--- src/rtl/multicycle_ctrl_pkg.sv ---
// Shared encodings for the 16-bit RISC multi-cycle controller: opcodes,
// funct codes, FSM states, datapath select encodings and the ALU op helper.
// Imported by the controller, its decoder, the datapath and the ALU bench.
package multicycle_ctrl_pkg;

    // Opcodes, ir[15:12]. 1010..1110 are unassigned and trap to ERR.
    localparam logic [3:0] OP_R0   = 4'b0000;
    localparam logic [3:0] OP_R1   = 4'b0001;
    localparam logic [3:0] OP_R2   = 4'b0010;
    localparam logic [3:0] OP_ADDI = 4'b0011;
    localparam logic [3:0] OP_SLTI = 4'b0100;
    localparam logic [3:0] OP_BNEQ = 4'b0101;
    localparam logic [3:0] OP_BGTZ = 4'b0110;
    localparam logic [3:0] OP_J    = 4'b0111;
    localparam logic [3:0] OP_LH   = 4'b1000;
    localparam logic [3:0] OP_SH   = 4'b1001;
    localparam logic [3:0] OP_HALT = 4'b1111;

    // Funct codes, ir[2:0]. The HI/LO pair means multu/mult under OP_R0
    // and divu/div under OP_R1; jr exists only under OP_R1.
    localparam logic [2:0] FN_HILO_U = 3'b010;
    localparam logic [2:0] FN_HILO_S = 3'b011;
    localparam logic [2:0] FN_JR     = 3'b111;

    typedef enum logic [2:0] {
        ST_FETCH, ST_DECODE, ST_EXEC, ST_MEM, ST_WB, ST_HALT, ST_ERR
    } state_t;

    localparam logic [1:0] PC_SRC_INC    = 2'b00;
    localparam logic [1:0] PC_SRC_BRANCH = 2'b01;
    localparam logic [1:0] PC_SRC_JUMP   = 2'b10;
    localparam logic [1:0] PC_SRC_ALU    = 2'b11;

    localparam logic [1:0] SRC_B_RT   = 2'b00;
    localparam logic [1:0] SRC_B_IMM  = 2'b01;
    localparam logic [1:0] SRC_B_ZERO = 2'b10;

    localparam logic WB_ALU     = 1'b0;
    localparam logic WB_MEM     = 1'b1;
    localparam logic REG_DST_RD = 1'b0;
    localparam logic REG_DST_RT = 1'b1;
    localparam logic ADDR_PC    = 1'b0;
    localparam logic ADDR_ALU   = 1'b1;

    // Only the register-register groups carry a meaningful funct field.
    function automatic logic [6:0] alu_op_of(input logic [3:0] opcode,
                                             input logic [2:0] funct);
        if (opcode == OP_R0 || opcode == OP_R1 || opcode == OP_R2)
            return {opcode, funct};
        return {opcode, 3'b000};
    endfunction

endpackage

--- src/rtl/multicycle_ctrl_decode.sv ---
// ctrl_decode: combinational instruction classifier for the multi-cycle
// controller. Exactly one class flag is high for any opcode/funct pair.
// Ports:
//   opcode, funct   in   ir[15:12], ir[2:0]
//   is_*            out  instruction class flags
module ctrl_decode
    import multicycle_ctrl_pkg::*;
(
    input  logic [3:0] opcode,
    input  logic [2:0] funct,
    output logic       is_rtype,
    output logic       is_hilo,
    output logic       is_jr,
    output logic       is_imm,
    output logic       is_branch,
    output logic       is_jump,
    output logic       is_load,
    output logic       is_store,
    output logic       is_halt,
    output logic       is_illegal
);

    always_comb begin
        is_rtype   = 1'b0;
        is_hilo    = 1'b0;
        is_jr      = 1'b0;
        is_imm     = 1'b0;
        is_branch  = 1'b0;
        is_jump    = 1'b0;
        is_load    = 1'b0;
        is_store   = 1'b0;
        is_halt    = 1'b0;
        is_illegal = 1'b0;
        case (opcode)
            OP_R0, OP_R1: begin
                if (funct == FN_HILO_U || funct == FN_HILO_S)
                    is_hilo = 1'b1;
                else if (opcode == OP_R1 && funct == FN_JR)
                    is_jr = 1'b1;
                else
                    is_rtype = 1'b1;
            end
            OP_R2:            is_rtype  = 1'b1;
            OP_ADDI, OP_SLTI: is_imm    = 1'b1;
            OP_BNEQ, OP_BGTZ: is_branch = 1'b1;
            OP_J:             is_jump   = 1'b1;
            OP_LH:            is_load   = 1'b1;
            OP_SH:            is_store  = 1'b1;
            OP_HALT:          is_halt   = 1'b1;
            default:          is_illegal = 1'b1;
        endcase
    end

endmodule

--- src/rtl/multicycle_ctrl.sv ---
// multicycle_ctrl: FETCH/DECODE/EXEC/MEM/WB sequencer for the 16-bit RISC
// core. Drives the memory handshake, datapath selects, the ALU op bus and
// the IR/PC/register-file/HI-LO write strobes.
// Optional build macro: CTRL_MEM_TIMEOUT_EN adds an 8-bit memory wait
// counter that traps to ERR after TIMEOUT_CYCLES stalled cycles.
// Ports:
//   clk, rst                      clock, synchronous active-high reset
//   ir, zero_flag, mem_ready      instruction, ALU zero flag, memory done
//   mem_req, mem_we, mem_addr_sel memory request / store / address select
//   ir_we, pc_we, pc_src_sel      IR capture, PC update and PC source
//   alu_op, alu_src_b_sel         ALU op bus {opcode,funct}, operand B select
//   reg_we, reg_dst_sel, wb_sel   register write strobe, dest and data select
//   hilo_we                       HI/LO write strobe
//   halted, illegal               stopped (HALT/ERR), sticky trap flag
module multicycle_ctrl
    import multicycle_ctrl_pkg::*;
#(
    parameter int TIMEOUT_CYCLES = 255
) (
    input  logic        clk,
    input  logic        rst,
    input  logic [15:0] ir,
    input  logic        zero_flag,
    input  logic        mem_ready,
    output logic        mem_req,
    output logic        mem_we,
    output logic        mem_addr_sel,
    output logic        ir_we,
    output logic        pc_we,
    output logic [1:0]  pc_src_sel,
    output logic [6:0]  alu_op,
    output logic [1:0]  alu_src_b_sel,
    output logic        reg_we,
    output logic        reg_dst_sel,
    output logic        wb_sel,
    output logic        hilo_we,
    output logic        halted,
    output logic        illegal
);

    state_t state_q, state_d;
    // High for every cycle following a sampled rst; silences all outputs so
    // an abandoned FETCH/MEM drops mem_req immediately.
    logic   in_rst_q;

    logic is_rtype, is_hilo, is_jr, is_imm, is_branch;
    logic is_jump, is_load, is_store, is_halt, is_illegal;

    ctrl_decode u_decode (
        .opcode     (ir[15:12]),
        .funct      (ir[2:0]),
        .is_rtype   (is_rtype),
        .is_hilo    (is_hilo),
        .is_jr      (is_jr),
        .is_imm     (is_imm),
        .is_branch  (is_branch),
        .is_jump    (is_jump),
        .is_load    (is_load),
        .is_store   (is_store),
        .is_halt    (is_halt),
        .is_illegal (is_illegal)
    );

    // Register fields are routed by the datapath, not the controller.
    logic unused_ir;
    assign unused_ir = ^ir[11:3];

`ifdef CTRL_MEM_TIMEOUT_EN
    localparam logic [7:0] TIMEOUT_LAST = 8'(TIMEOUT_CYCLES - 1);
    logic [7:0] wait_cnt_q;
`else
    logic unused_timeout;
    assign unused_timeout = (TIMEOUT_CYCLES == 0);
`endif

    always_ff @(posedge clk) begin
        if (rst) begin
            state_q  <= ST_FETCH;
            in_rst_q <= 1'b1;
        end else begin
            state_q  <= state_d;
            in_rst_q <= 1'b0;
        end
    end

`ifdef CTRL_MEM_TIMEOUT_EN
    // Any state change clears the count, so it restarts on entry to FETCH/MEM.
    always_ff @(posedge clk) begin
        if (rst || state_d != state_q)
            wait_cnt_q <= 8'd0;
        else if (mem_req && !mem_ready)
            wait_cnt_q <= wait_cnt_q + 8'd1;
    end
`endif

    always_comb begin
        state_d       = state_q;
        mem_req       = 1'b0;
        mem_we        = 1'b0;
        mem_addr_sel  = ADDR_PC;
        ir_we         = 1'b0;
        pc_we         = 1'b0;
        pc_src_sel    = PC_SRC_INC;
        alu_op        = 7'd0;
        alu_src_b_sel = SRC_B_RT;
        reg_we        = 1'b0;
        reg_dst_sel   = REG_DST_RD;
        wb_sel        = WB_ALU;
        hilo_we       = 1'b0;
        halted        = 1'b0;
        illegal       = 1'b0;
        if (!in_rst_q) begin
            alu_op = alu_op_of(ir[15:12], ir[2:0]);
            case (state_q)
                ST_FETCH: begin
                    mem_req = 1'b1;
                    if (mem_ready) begin
                        ir_we   = 1'b1;
                        pc_we   = 1'b1;
                        state_d = ST_DECODE;
                    end
                end
                ST_DECODE: begin
                    if (is_halt)         state_d = ST_HALT;
                    else if (is_illegal) state_d = ST_ERR;
                    else                 state_d = ST_EXEC;
                end
                ST_EXEC: begin
                    state_d = ST_FETCH;
                    if (is_hilo) begin
                        hilo_we = 1'b1;
                    end else if (is_jr) begin
                        pc_we      = 1'b1;
                        pc_src_sel = PC_SRC_ALU;
                    end else if (is_rtype) begin
                        state_d = ST_WB;
                    end else if (is_imm) begin
                        alu_src_b_sel = SRC_B_IMM;
                        state_d       = ST_WB;
                    end else if (is_branch) begin
                        // BNEQ compares rs with rt, BGTZ compares rs with zero.
                        alu_src_b_sel = (ir[15:12] == OP_BGTZ) ? SRC_B_ZERO : SRC_B_RT;
                        pc_we         = !zero_flag;
                        pc_src_sel    = PC_SRC_BRANCH;
                    end else if (is_jump) begin
                        pc_we      = 1'b1;
                        pc_src_sel = PC_SRC_JUMP;
                    end else if (is_load || is_store) begin
                        alu_src_b_sel = SRC_B_IMM;
                        state_d       = ST_MEM;
                    end else begin
                        state_d = ST_ERR;
                    end
                end
                ST_MEM: begin
                    // Operand B stays on imm6 so the address holds while stalled.
                    mem_req       = 1'b1;
                    mem_addr_sel  = ADDR_ALU;
                    mem_we        = is_store;
                    alu_src_b_sel = SRC_B_IMM;
                    if (mem_ready)
                        state_d = is_store ? ST_FETCH : ST_WB;
                end
                ST_WB: begin
                    reg_we        = 1'b1;
                    wb_sel        = is_load ? WB_MEM : WB_ALU;
                    reg_dst_sel   = (is_imm || is_load) ? REG_DST_RT : REG_DST_RD;
                    alu_src_b_sel = is_imm ? SRC_B_IMM : SRC_B_RT;
                    state_d       = ST_FETCH;
                end
                ST_HALT: halted = 1'b1;
                ST_ERR: begin
                    halted  = 1'b1;
                    illegal = 1'b1;
                end
                default: state_d = ST_ERR;
            endcase
`ifdef CTRL_MEM_TIMEOUT_EN
            if (mem_req && !mem_ready && wait_cnt_q == TIMEOUT_LAST)
                state_d = ST_ERR;
`endif
        end
    end

endmodule

--- config.mk ---
export PLATFORM = sky130hd
export DESIGN_NAME = multicycle_ctrl
export DESIGN_NICKNAME = d
export VERILOG_FILES = /design/src/rtl/multicycle_ctrl_pkg.sv /design/src/rtl/multicycle_ctrl_decode.sv /design/src/rtl/multicycle_ctrl.sv
export SDC_FILE = /design/constraint.sdc
export NUM_CORES = 1
export LEC_CHECK = 0
export CORE_MARGIN = 2
export CORE_UTILIZATION = 39
export CTS_BUF_LIST = sky130_fd_sc_hd__clkbuf_4 sky130_fd_sc_hd__clkbuf_8
export DETAILED_ROUTE_END_ITERATION = 16
export MAX_ROUTING_LAYER = met4
export PLACE_DENSITY = 0.89
export SYNTH_ARGS = -nofsm -noshare
export SYNTH_HDL_FRONTEND = slang
export SYNTH_SLANG_ARGS = --single-unit
--- constraint.sdc ---
create_clock -name clk -period 5.26 [get_ports clk]
set_input_delay 1.315 -clock clk [delete_from_list [all_inputs] [get_ports clk]]
set_output_delay 1.315 -clock clk [all_outputs]
set_load 0.05 [all_outputs]
After elaboration in Yosys (flattened, before gate mapping). Index checks and enable logic that the tools add are counted. Widths: inputs -> output; s select.

Bits in registers: 4. Latch bits: 0. Bits in writable memories: 0. ROM bits: 0. Output and inout bits: 22. Word-level logic and storage cells: 125. Memories: 0.

Add/sub/neg operators: 0. Multiply operators: 0. Divide/modulo/power cells: 0. $lt $le $gt $ge: 0. Equality and inequality tests: 21. Shifts and indexed selects: 0. Multiplexer cells: 84. Bitwise logic cells: 2. Reduce and logical (&&, ||, !) cells: 16.

Operators by type and width (count): $mux 1 (50); $mux 3 (12); $mux 2 (15); $mux 7 (3); $pmux 3 s6 (1); $eq 4x3->1 const B (4); $eq 3x2->1 const B (4); $eq 3x3->1 const B (4); $eq 4x4->1 const B (3); $reduce_or 11->1 (1); $reduce_or 2->1 (5); $eq 4x2->1 const B (2); $pmux 2 s3 (1); $logic_or 1x1->1 (5); $eq 4x1->1 const B (1); $logic_not 4->1 (1); $ne 2x2->1 const B (2); $pmux 1 s2 (2); $reduce_and 4->1 (1); $eq 3x1->1 const B (1); $logic_not 3->1 (1); $not 1->1 (2); $logic_and 1x1->1 (1); $logic_not 1->1 (1).

Depth between registers and ports, before layout.
Word-level depth: 12. Gate-level depth with buffers: 5.

By module. Synthesis repeated with hierarchy kept, for this count alone.

Cell total of the unflattened synthesis: 104. Area, all modules: 749.5 sq um.

Modules (own cells, without submodules): multicycle_ctrl (instances 1, cells an instance 83, area an instance 599.3 sq um, sequential area each 80.1 sq um); ctrl_decode (instances 1, cells an instance 21, area an instance 150.1 sq um, sequential area each 0.0 sq um).

Worst setup path before layout. No wires, ideal clock.

Path type: input-to-output. From: input mem_ready. To: output pc_we. Arrival: 3.471 ns. Slack: 0.474 ns. Cell stages on the path: 3. Path buffers: 0. Cell sequence: inv_1 nor4b_1 a21o_1.

Word-level cells in the longest chain between the ends: 3.

RTL lines: start, declared (RTL line multicycle_ctrl.sv:24) `input logic mem_ready,`; $mux 1 (RTL line multicycle_ctrl.sv:117) `if (mem_ready) begin`; $pmux 1 s2 (RTL line multicycle_ctrl.sv:114) `case (state_q)`; $mux 1 (RTL line multicycle_ctrl.sv:112) `if (!in_rst_q) begin`; end, declared (RTL line multicycle_ctrl.sv:29) `output logic pc_we,`.

No other way between the ends.

Final worst setup path.
From: input ir[12]. To: output pc_src_sel[1].

Word-level cells in the longest chain between the ends: 10. Elaborated cells between the ends (all ways): 30. Classes of those cells: eq/ne: 7; mux: 18; reduce/logical: 5.

RTL lines: start, declared (RTL line multicycle_ctrl.sv:22) `input logic [15:0] ir,`; $eq 4x1->1 / $eq 4x3->1 (equally long branches) (RTL line multicycle_ctrl_decode.sv:34, multicycle_ctrl_decode.sv:38); $logic_and 1x1->1, or another cell as far along (RTL line multicycle_ctrl_decode.sv:38) `else if (opcode == OP_R1 && funct == FN_JR)`; $mux 1, or another cell as far along (RTL line multicycle_ctrl_decode.sv:38); $mux 1 / $mux 2 (equally long branches) (RTL line multicycle_ctrl_decode.sv:36, multicycle_ctrl.sv:140); $pmux 1 s2 / $mux 2 (equally long branches) (RTL line multicycle_ctrl_decode.sv:34, multicycle_ctrl.sv:137); $mux 2 (RTL line multicycle_ctrl.sv:135) `end else if (is_rtype) begin`; $mux 2 (RTL line multicycle_ctrl.sv:132) `end else if (is_jr) begin`; $mux 2 * (RTL line multicycle_ctrl.sv:130) `if (is_hilo) begin`; $mux 2 * (RTL line multicycle_ctrl.sv:114); $mux 2 * (RTL line multicycle_ctrl.sv:112); end, declared (RTL line multicycle_ctrl.sv:30) `output logic [1:0] pc_src_sel,`.

Mark *: on every way between the ends. The rest lies on a longest branch, timed or not.

==> metrics.txt <==
Synthesis Warnings=0; drt total wl=1777 um; Setup Total Neg Slack=0 ns; top_reg_cell synth=dfxtp_1; DR pass1 iterations=4; worst-skew pair later-pin latency=0.23 ns; leakage=0.0003564 uW; Syn Nets=113; Final nets=145; Avg Cell Area, Syn=6.713 um^2; MaxCap Viol Count=0; Power Density=167.6 mW/mm^2; Peak supply drop=0.06813 mV; critical path fanouts, max=10; Rows=14; critical path endpoint category=output pin; Worst Path Arrival=3.55 ns; Area contributors post-synth=dfxtp_1, nor2_1, nand2b_1; max_slew headroom=66.02%; H-tree depth=1; post-DR vias/cell=5.626; Req. time, crit path=3.94 ns; total global-route track usage=20.05%; initial cell density of the core=41.45%; commonest cells after routing, fill and taps aside=clkdlybuf4s50_1, nor2_1, a21oi_1, buf_4; n_diodes=0; grt ovf=0; Setup Viol. Count Final=0; drt wl/cell=12.78 um; final hold slack=0.6876 ns; skew final=0.0004076 ns; ys async rst share=0%; Peak Freq=0.2054 GHz; Yosys reg bits=4; unrepaired setup endpoints after global routing=false; min-delay src=state_q[1]$_SDFFE_PP0P_; Synth Instances=93; post-CTS setup buffers=0; cts hold-fix bufs=0; worst flop-to-flop path startpoint=state_q[0]$_SDFFE_PP0P_; Bufs on Longest Clock Path=2; post-detail-place hpwl=1373 um; die height=44.01 um; Die X=44.01 um; post-CTS sizing=0; Layout area overhead=52.30%; initial drt markers=18; largest net degree at the start of global routing=15; Yosys top cell by area=dfxtp_1; global placer's final weighted congestion=0.8278; most common cell after layout, fill and taps aside=clkdlybuf4s50_1; Final min period=4.870 ns; vias in the first global route=703; TritonCTS clock tree=done; # clock sinks=4; routing usage on met3=2.857%; Clock Pin Slew Worst Setup and Hold Paths=0.04 ns; Worst Hold Class=reg2reg; Post-synth EDFFs=0; synthesized area=624.3 um^2; CTS root buf=clkbuf_4; Seq/Total Area, Yosys=12.83%; Cell variety after synth=37; DRT antenna net count=0; core area=0.001506 mm^2; status=finished clean; met1 Use GR=22.89%; Pins Over Slew Limit=0; hold violation count in the final report=0; worst slew pin tran=0.5081 ns; Port Buffer Count=32; met2 Track Usage GR=34.71%; most used routing layer in global routing=met2; initial antenna violation count=0; CTS buffer count=3; Top Ports=42; die area=0.001937 mm^2; global-route wire length before repair=2891 um; # DRC=0; Worst setup SP type=primary input; crit share post-route=92.58%; share of the synthesized area in the top cell type=12.83%; layout cells sized above 1=12.20%; vias post-DR=782; Worst Setup SP=ir[12]; Fill cells=151; CP Class=in2out
metal layers:
metal | vias up | routed length, um
li1 | 397 | -
met1 | 362 | 806
met2 | 21 | 883
met3 | 2 | 77
met4 | 0 | 10
met5 | - | 0
registers in the layout (all words and copies together), names as in the netlist:
signal and cells:
state_q 3, in_rst_q 1
cells by family after synthesis:
kind of cell | synth area share [%]
buffers and inverters | 9.017
DFF | 12.83
AOI/OAI and AO/OA | 26.65
and+or+nand+nor | 50.10
xor gates and xnor gates | 1.403
power breakdown:
part           internal [uW]  switching [uW]  total [uW]
logic                   33.5            46.6        80.1
registers               33.2            8.83        42.0
clock network           25.5            11.8        37.2
total                   92.2            67.2         159
critical path, stage by stage:
cell and delay, ns:
clkdlybuf4s50_1 0.66, nand3_1 0.13, or2_1 0.26, o21a_1 0.17, nor4_1 0.16, clkdlybuf4s50_1 0.85
layout make-up:
class	instances	area [um^2]	area share, %
Tap cell	16	20.02	2.105
Clock buffer	3	22.52	2.368
Sequential cell	4	80.08	8.421
Inverter	4	15.01	1.579
Timing Repair Buffer	34	325.3	34.21
Multi-Input combinational cell	78	488.0	51.32
Yosys cell counts, drive strengths merged (3+ instances only):
library cell  number
a21oi              6
and2               5
and3               3
buf                5
dfxtp              4
inv                4
nand2              5
nand2b             6
nor2              13
nor2b              4
nor3               3
nor4               5
o21ai              3
stage by stage:
stage / setup slack, ns / area, um^2 / instances / util (%) / total power [uW]
2_1_floorplan: 0.4740 / 624.3 / 93 / - / 96.92
3_3_place_gp: 0.3786 / 928.4 / 136 / 61.63 / 120.8
3_5_place_dp: 0.3958 / 928.4 / 136 / 61.63 / 122.2
4_1_cts: 0.3830 / 950.9 / 139 / 63.12 / 161.0
5_1_grt: 0.2314 / 950.9 / 139 / 63.12 / 170.8
6_report: 0.3904 / 950.9 / 139 / 63.12 / 159.4
path summary, 6_finish.rpt:
path / to / slack (ns) / cells after the start
setup reg to reg: state_q[2]$_SDFFE_PP0P_ / 3.75 / 4
setup / recovery: pc_src_sel[1] / 0.39 / 6
hold / removal: state_q[1]$_SDFFE_PP0P_ / 0.69 / 2
hold reg to reg: state_q[1]$_SDFFE_PP0P_ / 0.69 / 2
Note: power is estimated with default switching activity, not from simulation.
